$ cat src/rtl/hilo_pkg.sv
// Shared encodings and constants for the HI/LO multiply/divide unit.
package hilo_pkg;

  localparam int          DIV_STEPS = 32;
  localparam logic [31:0] DIV0_QUOT = 32'hFFFF_FFFF;

  typedef enum logic [2:0] {
    OP_NONE  = 3'd0,
    OP_MULT  = 3'd1,
    OP_MULTU = 3'd2,
    OP_DIV   = 3'd3,
    OP_DIVU  = 3'd4,
    OP_MTHI  = 3'd5,
    OP_MTLO  = 3'd6,
    OP_RSVD  = 3'd7
  } op_e;

  typedef enum logic [1:0] {
    S_IDLE = 2'd0,
    S_MUL  = 2'd1,
    S_DIV  = 2'd2,
    S_FIX  = 2'd3
  } state_e;

  function automatic logic [31:0] abs32(input logic [31:0] v);
    return v[31] ? (32'd0 - v) : v;
  endfunction

endpackage

$ cat src/rtl/hilo_unit_div_step.sv
// One radix-2 restoring division step on a {rem,quot} shift register.
module div_step (
  input  logic [63:0] rq,
  input  logic [31:0] divisor,
  output logic [63:0] rq_next
);

  logic [32:0] shifted_rem;
  logic        ge;

  // The shifted remainder can exceed 32 bits; the subtraction result never does.
  always_comb begin
    shifted_rem = rq[63:31];
    ge          = shifted_rem >= {1'b0, divisor};
    if (ge) begin
      rq_next = {shifted_rem[31:0] - divisor, rq[30:0], 1'b1};
    end else begin
      rq_next = {shifted_rem[31:0], rq[30:0], 1'b0};
    end
  end

endmodule

$ cat src/rtl/hilo_unit.sv
// Multicycle HI/LO unit: MULT/MULTU/DIV/DIVU/MTHI/MTLO, owns architectural HI and LO.
module hilo_unit
  import hilo_pkg::*;
#(
  parameter int MULT_CYCLES = 5,
  parameter int DATA_W      = 32
) (
  input  logic              clk,
  input  logic              reset,
  input  logic              start,
  input  logic [2:0]        op,
  input  logic [DATA_W-1:0] rs_data,
  input  logic [DATA_W-1:0] rt_data,
  input  logic              flush,
  output logic              busy,
  output logic              done,
  output logic [DATA_W-1:0] hi,
  output logic [DATA_W-1:0] lo
);

  // Handshake: start is accepted only when busy=0 and flush=0; while busy=1 it is
  // ignored and the issuer must stall. done pulses once when a MUL/DIV commits.

  state_e      state;
  logic [4:0]  count;
  logic [4:0]  step;
  logic [63:0] prod_q;
  logic [63:0] rq_q;
  logic [31:0] divisor_q;
  logic [31:0] dividend_q;
  logic        q_neg_q;
  logic        r_neg_q;
  logic        div0_q;

  logic [63:0] mul_a;
  logic [63:0] mul_b;
  logic [63:0] product;
  logic        is_signed_div;
  logic        rs_neg;
  logic        rt_neg;
  logic [63:0] rq_next;
  logic [31:0] quot;
  logic [31:0] rem;

  always_comb begin
    mul_a = {32'd0, rs_data};
    mul_b = {32'd0, rt_data};
    if (op == OP_MULT) begin
      mul_a = {{32{rs_data[31]}}, rs_data};
      mul_b = {{32{rt_data[31]}}, rt_data};
    end
    // Low 64 bits of the sign-extended product equal the signed 64-bit product.
    product       = mul_a * mul_b;
    is_signed_div = (op == OP_DIV);
    rs_neg        = is_signed_div && rs_data[31];
    rt_neg        = is_signed_div && rt_data[31];
    quot          = rq_q[31:0];
    rem           = rq_q[63:32];
  end

  div_step u_div_step (
    .rq      (rq_q),
    .divisor (divisor_q),
    .rq_next (rq_next)
  );

  always_ff @(posedge clk) begin
    if (reset) begin
      state      <= S_IDLE;
      busy       <= 1'b0;
      done       <= 1'b0;
      hi         <= '0;
      lo         <= '0;
      count      <= '0;
      step       <= '0;
      prod_q     <= '0;
      rq_q       <= '0;
      divisor_q  <= '0;
      dividend_q <= '0;
      q_neg_q    <= 1'b0;
      r_neg_q    <= 1'b0;
      div0_q     <= 1'b0;
    end else begin
      done <= 1'b0;
      case (state)
        S_IDLE: begin
          if (start && !flush) begin
            case (op)
              OP_MTHI: hi <= rs_data;
              OP_MTLO: lo <= rs_data;
              OP_MULT, OP_MULTU: begin
                prod_q <= product;
                count  <= 5'(MULT_CYCLES - 1);
                busy   <= 1'b1;
                state  <= S_MUL;
              end
              OP_DIV, OP_DIVU: begin
                rq_q       <= {32'd0, rs_neg ? abs32(rs_data) : rs_data};
                divisor_q  <= rt_neg ? abs32(rt_data) : rt_data;
                dividend_q <= rs_data;
                q_neg_q    <= rs_neg ^ rt_neg;
                r_neg_q    <= rs_neg;
                div0_q     <= (rt_data == 32'd0);
                step       <= '0;
                busy       <= 1'b1;
                state      <= S_DIV;
              end
              default: ;
            endcase
          end
        end
        S_MUL: begin
          if (flush) begin
            busy  <= 1'b0;
            state <= S_IDLE;
          end else if (count == 5'd0) begin
            {hi, lo} <= prod_q;
            busy     <= 1'b0;
            done     <= 1'b1;
            state    <= S_IDLE;
          end else begin
            count <= count - 5'd1;
          end
        end
        S_DIV: begin
          if (flush) begin
            busy  <= 1'b0;
            state <= S_IDLE;
          end else begin
            rq_q <= rq_next;
            step <= step + 5'd1;
            if (step == 5'(DIV_STEPS - 1)) begin
              state <= S_FIX;
            end
          end
        end
        S_FIX: begin
          if (!flush) begin
            // Divide by zero reports the raw dividend in HI, with no sign fix-up.
            if (div0_q) begin
              lo <= DIV0_QUOT;
              hi <= dividend_q;
            end else begin
              lo <= q_neg_q ? (32'd0 - quot) : quot;
              hi <= r_neg_q ? (32'd0 - rem) : rem;
            end
            done <= 1'b1;
          end
          busy  <= 1'b0;
          state <= S_IDLE;
        end
        default: begin
          busy  <= 1'b0;
          state <= S_IDLE;
        end
      endcase
    end
  end

endmodule

$ cat config.mk
export PLATFORM = sky130hd
export DESIGN_NAME = hilo_unit
export DESIGN_NICKNAME = d
export VERILOG_FILES = /design/src/rtl/hilo_pkg.sv /design/src/rtl/hilo_unit_div_step.sv /design/src/rtl/hilo_unit.sv
export SDC_FILE = /design/constraint.sdc
export NUM_CORES = 2
export LEC_CHECK = 0
export BUFFER_PORTS_ARGS = -buffer_cell sky130_fd_sc_hd__clkbuf_2
export CORE_ASPECT_RATIO = 1.25
export CORE_MARGIN = 2
export CORE_UTILIZATION = 60
export DETAILED_ROUTE_END_ITERATION = 8
export PLACE_DENSITY = 0.8
export SLEW_MARGIN = 0
export SYNTH_ARGS = -nofsm -noshare
export SYNTH_HDL_FRONTEND = slang
export SYNTH_SLANG_ARGS = --single-unit
$ cat constraint.sdc
create_clock -name clk -period 8.35 [get_ports clk]
set_input_delay 0 -clock clk [delete_from_list [all_inputs] [get_ports clk]]
set_output_delay 0 -clock clk [all_outputs]
set_load 0.02 [all_outputs]
==> flow_metrics.env <==
export IMPL_maxSlewHeadroom=0.1353
export IMPL_yosysTopAreaCell="fa_1"
export IMPL_io_buffers=136
export IMPL_hold_slack_ns=-0.01719
export IMPL_layout_min_cycle_time_ns=8.259
export IMPL_synth_flop_cell="dfxtp_1"
export IMPL_synth_common_cells="1,581 x inv_1, 1,420 x fa_1, 1,031 x nand2_1, 406 x and2_1, 352 x clkbuf_1"
export IMPL_worstPathMaxFanout=7
export IMPL_worstPathRequired_ns=8.86
export IMPL_async_reset_ff_frac=0
export IMPL_yosys_area_share_adder=0.5205
export IMPL_critPathLaunchType="input port"
export IMPL_drt_iter0_drc=4394
export IMPL_netlist_area_sq_um=63080
export IMPL_path_buf_inv=9
export IMPL_syn2layout_area_growth_pct=13.18
export IMPL_cp_arrival_ns=8.77
export IMPL_drc=0
export IMPL_drt_wl_total_um=220600
export IMPL_nets=9426
export IMPL_fmax_ghz=0.1211
export IMPL_violations="hold timing"
export IMPL_finalClockSkew_ns=0.01294
export IMPL_worst_setup_path_end_kind="flop"
export IMPL_slew_viol_final=0
export IMPL_grt_max_degree=152
export IMPL_wl_met1_um=69410
export IMPL_worstMarginPinSlew_ns=1.261
export IMPL_coreArea_sq_um=104700
export IMPL_fp_dieW_um=294
export IMPL_synthCells=7150
export IMPL_numCtsBuffers=28
export IMPL_top_layer="met5"
export IMPL_vias_per_cell=5.903
export IMPL_cts_tree="yes"
export IMPL_synth_most_common_cell="inv_1"
export IMPL_yosys_top_cells_area="fa_1 45%, inv_1 9.4%, dfxtp_1 8.7%"
export IMPL_ys_ff_latch=273
export IMPL_cp_common_cell="fa_1"
export IMPL_rsz0062_at_grt="true"
export IMPL_htree_levels=1
export IMPL_crit_type="in -> reg"
export IMPL_max_cap_viol_count=0
export IMPL_outcome="finished, violations left"
export IMPL_antenna_found_initial=16
export IMPL_dr_wl_met3_um=21180
export IMPL_synth_nets=8992
export IMPL_layout_drive_gt1_share=0.1353
export IMPL_synth_edff_count=0
export IMPL_rows=133
export IMPL_synthSimpleGateAreaFrac=0.1441
export IMPL_path_clk_slew_ns=0.07
export IMPL_clkSinkCount=273
export IMPL_synth_top_family_by_area="adder cells"
export IMPL_ant_nets=0
export IMPL_wl_met2_um=103400
export IMPL_drt_pass1_iter_count=9
export IMPL_syn_mean_instance_area_sq_um=8.822
export IMPL_yosysUniqueCellTypes=83
export IMPL_cts_buffer_depth=3
export IMPL_setup_violations=0
export IMPL_worst_path_largest_cell_delay_ns=0.54
export IMPL_cpLargestDelayFamily="adder cells"
export IMPL_yosysWarnings=0
export IMPL_synth_top_area_frac=0.4507
export IMPL_grt_use_total=0.4209
export IMPL_grt_overflow_total=0
export IMPL_rrSetupSlack_ns=4.03
export IMPL_grt_pass1_wl_um=336200
export IMPL_hp_class="in -> reg"
export IMPL_crit_slowest_cell="fa_1"
export IMPL_die_area_sq_um=107800
export IMPL_timing_hold_violations_final=1
export IMPL_pin_count=137
export IMPL_gp_congestion=1.053
export IMPL_synth_compound_area_share=0.08649
export IMPL_muxShareOfSynthArea=0.007221
export IMPL_initial_core_util=0.6026
export IMPL_vias=52970
export IMPL_grt_pass1_vias=57250
export IMPL_worstSkewPairLatency_ns=0.60
export IMPL_dp_hpwl_um=181700
export IMPL_ys_seq_area_frac=0.08665
export IMPL_fin_crit_sh=0.9891
export IMPL_cts_root_buf="clkbuf_16"
export IMPL_synthXorXnorAreaFrac=0.03582
export IMPL_post_drt_wl_per_cell_um=24.59
export IMPL_die_h_um=366.5
-- cell usage in the layout, fill, tap and decap left out, types with 28 or more instances in the layout --
cell type  synthesis  final
a21oi_1          280    269
nor3_1            36     34
dfxtp_1          273    270
and2_1           406    405
nor2_1           256    253
o21ai_0          175    167
clkbuf_2           0    135
inv_1           1581   1565
mux2i_1           32     32
nand2_1         1031   1015
xor2_1            88     87
fa_1            1420   1396
a21o_1            58     58
a211oi_1          69     66
and3_1            31     28
buf_12             0     58
nand3_1           38     37
a31oi_1           34     29
ha_1             351    343
xnor2_1          170    168
a221oi_1          34     34
buf_4              1    611
clkbuf_16          0     28
-- layer usage --
metal	global-route usage	vias up
met5	0	-
met4	0.3910	6
met3	0.09495	1141
met2	0.6870	2962
met1	0.4515	26410
li1	-	22450
-- flip-flops by register name, indices dropped and copies added, names as in the netlist --
signal and flops:
lo 32, state 2, done 1, rq_q 64, step 5, div0_q 1, divisor_q 32, prod_q 64
hi 32, dividend_q 32, count 5, r_neg_q 1, q_neg_q 1, busy 1
-- through the flow --
stage | instances | cell area, sq um | util | setup TNS, ns | worst slack [ns]
CTS | 8934 | 70790 | 0.6763 | 0 | 0.001416
floorplan | 7150 | 63250 | - | 0 | 0.003980
detailed placement | 8873 | 69670 | 0.6656 | -12.87 | -0.8499
global placement | 8873 | 69670 | 0.6656 | -10.03 | -0.6663
finish | 8973 | 71390 | 0.6820 | 0 | 0.09103
global route | 8956 | 71340 | 0.6816 | -0.6327 | -0.1362
-- layout make-up --
cell class              instances  area [sq um]
clock inverters                18         250.2
diodes                         18         45.04
flip-flops and latches        273          5472
multi-input cells            4878         50630
well taps                    1350          1689
inverters                    1582          5941
repair buffers                821          6608
clock buffers                  33         749.5
fillers                      8067         33290
-- timing repair --
item,CTS,global route
buffers inserted,1,22
hold buffers,9,0
setup endpoints to repair,12,25
resized for setup,7,106
pin swaps,5,66
hold endpoints to repair,69,0
-- worst paths after layout --
path	from	depth (start not counted)	endpoint
worst max-delay path	op[1]	33	prod_q[60]
worst min-delay path	rt_data[24]	4	divisor_q[24]
worst max register to register	divisor_q[22]	13	rq_q[42]
worst min register to register	dividend_q[19]	2	dividend_q[19]
-- cells by family (layout without fill, tap and decap cells) --
kind of cell	after synthesis	in the layout
AO/OA/AOI/OAI	854	854
buffers and inverters	1999	2454
XOR/XNOR	258	258
other	0	18
flip-flops	273	273
adder cells (fa/ha/maj)	1772	1772
multiplexers	44	44
AND/OR/NAND/NOR	1950	1950
-- worst min-delay path: stages --
cell and delay (ns):
clkbuf_2 0.10, buf_12 0.17, xor2_1 0.17, a211oi_1 0.08
Power is not shown: default switching activity piles up to over one toggle a cycle in this logic, so the estimate is an artifact.
